[src/rtl/rx_lvds.sv]
// rx_lvds: single-wire serial receiver for the LVDS link.
// Frame: idle high, start bit (0), DATA_W data bits LSB first, stop bit (1).
// The receiver takes one sample per bit, on every rising edge of clk.
// Each good word is presented on data_out, with a one-cycle data_valid strobe.
// A stop bit sampled as 0 raises a one-cycle frame_err strobe and drops the word.
// Optional feature, macro RX_LVDS_SYNC_EN: rx first passes through a two-flop
// synchronizer whose flops reset to 1. This adds two cycles to every timing.
module rx_lvds #(
    parameter int DATA_W = 24,
    parameter int CNT_W  = 5
) (
    input  logic              clk,
    input  logic              rst_n,
    input  logic              rx,
    output logic [DATA_W-1:0] data_out,
    output logic              data_valid,
    output logic              frame_err,
    output logic              rx_busy
);

    typedef enum logic [1:0] {
        ST_WAIT_IDLE = 2'd0,
        ST_IDLE      = 2'd1,
        ST_DATA      = 2'd2,
        ST_STOP      = 2'd3
    } state_t;

    localparam logic [CNT_W-1:0] LAST_CNT = CNT_W'(DATA_W - 1);
    localparam logic [CNT_W-1:0] CNT_ONE  = CNT_W'(1);

    logic              rx_s;
    state_t            state_q, state_d;
    logic [CNT_W-1:0]  cnt_q, cnt_d;
    logic [DATA_W-1:0] shift_q, shift_d;
    logic [DATA_W-1:0] data_q, data_d;
    logic              valid_q, valid_d;
    logic              err_q, err_d;
    logic              busy_q, busy_d;

`ifdef RX_LVDS_SYNC_EN
    logic [1:0] sync_q;

    // Two-flop synchronizer. Resetting it to 1 makes it look like an idle line.
    always_ff @(posedge clk or negedge rst_n) begin
        if (!rst_n) begin
            sync_q <= 2'b11;
        end else begin
            sync_q <= {sync_q[0], rx};
        end
    end

    assign rx_s = sync_q[1];
`else
    assign rx_s = rx;
`endif

    // Next-state logic and output strobes. Strobes default to 0 every cycle.
    always_comb begin
        state_d = state_q;
        cnt_d   = cnt_q;
        shift_d = shift_q;
        data_d  = data_q;
        valid_d = 1'b0;
        err_d   = 1'b0;
        case (state_q)
            ST_WAIT_IDLE: begin
                // A low line here is ignored until the line returns high.
                if (rx_s) begin
                    state_d = ST_IDLE;
                end else begin
                    state_d = ST_WAIT_IDLE;
                end
            end
            ST_IDLE: begin
                if (!rx_s) begin
                    cnt_d   = {CNT_W{1'b0}};
                    state_d = ST_DATA;
                end else begin
                    state_d = ST_IDLE;
                end
            end
            ST_DATA: begin
                // LSB arrives first, so each sample enters at the top and shifts down.
                shift_d = {rx_s, shift_q[DATA_W-1:1]};
                cnt_d   = cnt_q + CNT_ONE;
                if (cnt_q == LAST_CNT) begin
                    state_d = ST_STOP;
                end else begin
                    state_d = ST_DATA;
                end
            end
            ST_STOP: begin
                // Going straight back to IDLE lets a start bit on the next edge be accepted.
                if (rx_s) begin
                    data_d  = shift_q;
                    valid_d = 1'b1;
                    state_d = ST_IDLE;
                end else begin
                    err_d   = 1'b1;
                    state_d = ST_WAIT_IDLE;
                end
            end
            default: begin
                state_d = ST_WAIT_IDLE;
            end
        endcase
        busy_d = (state_d == ST_DATA) || (state_d == ST_STOP);
    end

    // State, datapath and registered outputs.
    always_ff @(posedge clk or negedge rst_n) begin
        if (!rst_n) begin
            state_q <= ST_WAIT_IDLE;
            cnt_q   <= {CNT_W{1'b0}};
            shift_q <= {DATA_W{1'b0}};
            data_q  <= {DATA_W{1'b0}};
            valid_q <= 1'b0;
            err_q   <= 1'b0;
            busy_q  <= 1'b0;
        end else begin
            state_q <= state_d;
            cnt_q   <= cnt_d;
            shift_q <= shift_d;
            data_q  <= data_d;
            valid_q <= valid_d;
            err_q   <= err_d;
            busy_q  <= busy_d;
        end
    end

    assign data_out   = data_q;
    assign data_valid = valid_q;
    assign frame_err  = err_q;
    assign rx_busy    = busy_q;

endmodule

[config.mk]
export PLATFORM = sky130hd
export DESIGN_NAME = rx_lvds
export DESIGN_NICKNAME = d
export VERILOG_FILES = /design/src/rtl/rx_lvds.sv
export SDC_FILE = /design/constraint.sdc
export NUM_CORES = 1
export LEC_CHECK = 0
export ABC_AREA = 1
export CAP_MARGIN = 30
export CORE_MARGIN = 2
export CORE_UTILIZATION = 45
export CTS_BUF_LIST = sky130_fd_sc_hd__clkbuf_16
export CTS_CLUSTER_DIAMETER = 150
export DETAILED_ROUTE_END_ITERATION = 6
export GPL_TIMING_DRIVEN = 0
export PLACE_DENSITY = 0.67
export SYNTH_ARGS = -nofsm -noshare
export SYNTH_HDL_FRONTEND = slang
export SYNTH_SLANG_ARGS = --single-unit
[constraint.sdc]
create_clock -name clk -period 1.9 [get_ports clk]
set_clock_uncertainty 0.05 [all_clocks]
set_input_delay 0.38 -clock clk [delete_from_list [all_inputs] [get_ports clk]]
set_output_delay 0.38 -clock clk [all_outputs]
set_load 0.03 [all_outputs]
# [Word-level counts from Yosys, hierarchy flattened]
# Cells that the tools add are included.
[op_classes] n_addsub=1 eq_ne=7 n_mux=10 reduce_logical=6
[op_table] cell="5-bit case mux with 2 select lines" n=1
[op_table] cell="2-bit == test, second input constant" n=4
[op_table] cell="1-bit 2-to-1 mux" n=6
[op_table] cell="2-bit case mux with 3 select lines" n=1
[op_table] cell="5-bit by 1-bit adder with 5-bit output, second input constant" n=1
[op_table] cell="5-bit == test, second input constant" n=1
[op_table] cell="5-bit 2-to-1 mux" n=1
[op_table] cell="2-bit AND reduction" n=2
[op_table] cell="2-bit by 1-bit == test with 1-bit output, second input constant" n=1
[op_table] cell="2-bit zero test" n=1
[op_table] cell="2-bit 2-to-1 mux" n=1
[op_table] cell="2-bit != test, second input constant" n=1
[op_table] cell="2-bit nonzero test" n=1
[op_table] cell="2-bit OR reduction" n=1
[op_table] cell="1-bit logical OR" n=1
[word_totals] regBits=58 inputBits=3 out_inout_bits=27 wordCells=31

# [Longest topological paths before layout]
# Gate-level depths: netlist of the first run.
[depth] ltp_word=5 mapped_depth=8 ltp_nobuf=8

# [Least setup slack after synthesis of the first run]
# No wires, ideal clock.
[synth_timing] path_type="reg2reg" start="reg, netlist name rx_busy" end="reg cnt_q[3]" setup_time_ns=0.119 arrival_ns=1.249 t_required_ns=1.731 setup_slack_ns=0.482 path_stages_with_launch=9 n_path_buf=0 synth_period_minus_slack_ns=1.418 cell_sequence="dfrtp_1 -> inv_1 -> ha_1 -> inv_1 -> nand2_1 -> nand2_4 -> nand2_1 -> nand2_1 -> nor2_1"
[synth_rtl] element="end signal: assignment" line="114" rtl="cnt_q <= {CNT_W{1'b0}};"
[synth_rtl] element="end signal: assignment" line="122" rtl="cnt_q <= cnt_d;"
[synth_rtl] element="end: declaration" line="33" rtl="logic [CNT_W-1:0] cnt_q, cnt_d;"

# [Final worst setup path of the first run]
[layout_timing] start="reg busy_q, in the netlist rx_busy" end="out rx_busy"
[layout_rtl] element="start: declaration" line="38" rtl="logic busy_q, busy_d;"
[layout_rtl] element="start signal: assignment" line="127" rtl="busy_q <= busy_d;"
[layout_rtl] element="end: declaration" line="18" rtl="output logic rx_busy"
# No word-level cell between the ends.

==> Implementation_results.wiki, run 1 <==
{| class="wikitable"
! Metric !! Value
|-
| Unrepaired setup endpoints after global routing || no
|-
| Maximum cell stage delay along the critical path || 0.69 ns
|-
| Standard-cell rows || 25
|-
| Sequential area share after synthesis || 0.6337
|-
| Number of sinks driven by the clock tree || 57
|-
| Number of buffers inserted during clock tree synthesis || 9
|-
| Register cell area after layout || 1426 µm²
|-
| Critical path's slowest cell || clkdlybuf4s50_1
|-
| Kind of cell adding the most delay to the critical path || buffers and inverters
|-
| Post-route ant nets || 0
|-
| Max Cap Violations || 0
|-
| FMAX || 550.5 MHz
|-
| Vias in the first global route || 1,627
|-
| Io pins || 30
|-
| Die Y || 74.73 µm
|-
| Internal power of the cells || 2.876 mW
|-
| TritonCTS clock tree || built
|-
| Number of antenna violations at the first check in global routing || 0
|-
| Htree depth || 3
|-
| Library cell occupying the most area in the post-synthesis netlist || dfrtp_1
|-
| Areal power density over the cells || 1459 nW/µm²
|-
| Most frequent cells in the layout || dfrtp_1, nand2_1, o21ai_0
|-
| Layout cells sized above 1 || 0.1227
|-
| Die W || 74.73 µm
|-
| Combined area of all synthesized cells || 2251 µm²
|-
| Maximum number of pins on one net before global-route repair || 31
|-
| Critical path required time || 1.47 ns
|-
| Power dissipated by switching net loads || 1.397 mW
|-
| Clock share of power || 0.356
|-
| Reg clk slew, reported paths || 0.05 ns
|-
| Largest buffer count on any clock path || 2
|-
| Switching share of total power || 0.3269
|-
| Global-route wire length before repair || 7314 µm
|-
| Combinational family with the most area after synthesis || compound AO/OA/AOI/OAI gates
|-
| Post-route cell area || 2928 µm²
|-
| Worst endpoint data arrival time || 1.39 ns
|-
| Filler cells || 409
|-
| Power share of the sequential group || 0.377
|-
| Worst-margin pin slew || 0.6614 ns
|-
| Worst hold slack after final layout || 0.04195 ns
|-
| Number of search-and-repair iterations in the first detailed-routing pass || 4
|-
| Adder-cell area share of the yosys netlist || 0.02223
|-
| Setup violations, final || 0
|-
| Post-synthesis share of cell area spent on and, or, nand and nor gates || 0.1295
|-
| Most common cell after layout, fill and taps aside || dfrtp_1
|-
| Residual overflow from global routing || 0
|-
| Headroom to the max-slew limit || 0.5590
|-
| Cell at the root of the clock tree || clkbuf_16
|-
| Top layer reached by signal wires || met4
|-
| Final hold violations || 0
|-
| Wirelength per Cell || 11.98 µm
|-
| Routed via count || 1,621
|-
| Area fraction in compound gates after synthesis || 0.1306
|-
| Post_cts resized || 0
|-
| Outcome || finished, final reports clean
|-
| Total GRT Usage || 0.1788
|-
| Total count of max-transition violations in the final report || 0
|-
| Synthesis warning total || 0
|-
| Minimum clock period after layout || 1.817 ns
|-
| Met2 WL post-DR || 1902 µm
|-
| Placed instance area || 2640 µm²
|-
| Placeable core area || 4786 µm²
|-
| Crit. End Element || output port
|-
| Yosys top cell area share || 0.6337
|-
| FF+latch count, synth || 57
|-
| Worst skew pair latency || 0.32 ns
|-
| Detailed placer's ending HPWL || 2808 µm
|-
| Post-synthesis mux area share || 0
|-
| Initial DRC count || 188
|-
| Footprint of the multi-input gates || 635.6 µm²
|-
| Post-synth cell types || 18
|-
| Diodes inserted || 0
|-
| Relative area change from synthesis to final layout || 30.07%
|-
| Mapped Cells || 231
|-
| Effective utilization at floorplan || 0.4703
|-
| Post-route DRC violation count || 0
|-
| Largest cells by area after synthesis || dfrtp_1, nand2_1, o21ai_0
|-
| Final core area utilization || 0.6118
|-
| Sort of element at the start of the critical path || register
|-
| Avg Cell Area, Syn || 9.744 µm²
|-
| Hold buffer count at cts || 0
|-
| VDD IR-drop max || 652.2 µV
|-
| Post-Synth XOR/XNOR Area || 0
|-
| Category of the critical setup timing path || reg2out
|-
| Leakage power of the design || 1.335 nW
|-
| CP max FO || 4
|-
| Final routed wirelength across all metal layers || 4122 µm
|-
| Sum Neg Setup Slack || 0 ns
|-
| Crit path buffers/inverters || 1
|-
| WL met1 || 1987 µm
|-
| Class of the tightest hold or removal check || in2async
|-
| NumNets Final || 279
|-
| Ordered list of cells on the worst path || clkdlybuf4s50_1
|-
| # Post-CTS Setup Buffers || 0
|-
| Total Power Consumption || 4.272 mW
|-
| Share of the clock period used by the worst path || 0.9561
|-
| Post-Synthesis Net Count || 238
|-
| Vias per inst || 4.712
|-
| Proportion of power drawn by combinational gates || 0.267
|-
| Die outline area || 5584 µm²
|-
| Routability congestion estimate || 0.7449
|-
| Met3 wire length || 125 µm
|-
| IO Port Bufs || 29
|}
[cells in the mapped netlist (all sizes together)]
cell / count
inv: 33
dfrtp: 57
o21ai: 51
nand3: 4
a21oi: 4
ha: 4
nand2: 59
nor2: 5
clkbuf: 3
nand4: 2
buf: 8
or2: 1
[logic make-up (layout without fill, tap and decap cells)]
group                    Yosys count  after routing
flip-flops                        57             57
buffers and inverters             44             90
adder cells (fa/ha/maj)            4              4
AO/OA/AOI/OAI                     55             55
AND/OR/NAND/NOR                   71             71
[metrics by stage]
step                      cells  worst slack [ns]
after floorplan             231            0.4818
after global placement      327            -1.360
after detailed placement    328            0.1538
after CTS                   344           0.06445
after global routing        344           0.05011
final                       344           0.08337
[state kept, by name (all words and copies together) (netlist names)]
name and flops:
shift_q 24, cnt_q 5, state_q 1, data_valid 1, rx_busy 1, frame_err 1, data_out 24
[layout make-up]
| type | instances | share of cell area |
|---|---|---|
| tap | 67 | 0.02863 |
| clock buffer | 9 | 0.07692 |
| clock inverter | 7 | 0.02137 |
| buffer | 11 | 0.02222 |
| timing repair buffer | 30 | 0.1043 |
| sequential | 57 | 0.4872 |
| inverter | 33 | 0.04231 |
| multi-input combinational | 130 | 0.2171 |
[per-layer routing]
layer	vias up	global-route usage
met5	-	0
met4	0	0.1151
met3	11	0.03614
met2	28	0.2665
met1	774	0.2398
li1	808	-
[power groups by stage]
stage | combinational, mW | clock, mW | sequential [mW]
after global placement | 1.12 | 0 | 1.62
final | 1.14 | 1.52 | 1.61
after floorplan | 0.533 | 0 | 1.82
after CTS | 1.15 | 1.54 | 1.61
after global routing | 1.29 | 1.59 | 1.65
after detailed placement | 1.15 | 0 | 1.63
[path summary, 6_finish.rpt]
path,start,endpoint,slack [ns],cells after the start
worst max-delay path,rx_busy,rx_busy,0.08,1
worst max register to register,rx_busy,data_out[7],0.47,4
max in group asynchronous,rst_n,data_out[22],1.18,2
min in group clk,shift_q[23],shift_q[22],0.43,2
worst min register to register,shift_q[23],shift_q[22],0.43,2
worst min-delay path,rst_n,shift_q[9],0.04,1
No activity file was read; power rests on OpenSTA's default activity.
==> run 2: changes to the inputs <==
--- a/config.mk
+++ b/config.mk
@@ -17,3 +17,4 @@
 export SYNTH_ARGS = -nofsm -noshare
 export SYNTH_HDL_FRONTEND = slang
 export SYNTH_SLANG_ARGS = --single-unit
+export TNS_END_PERCENT = 5
==> results of run 2 <==
Final layout, timing and power as in run 1 (identical DEF).
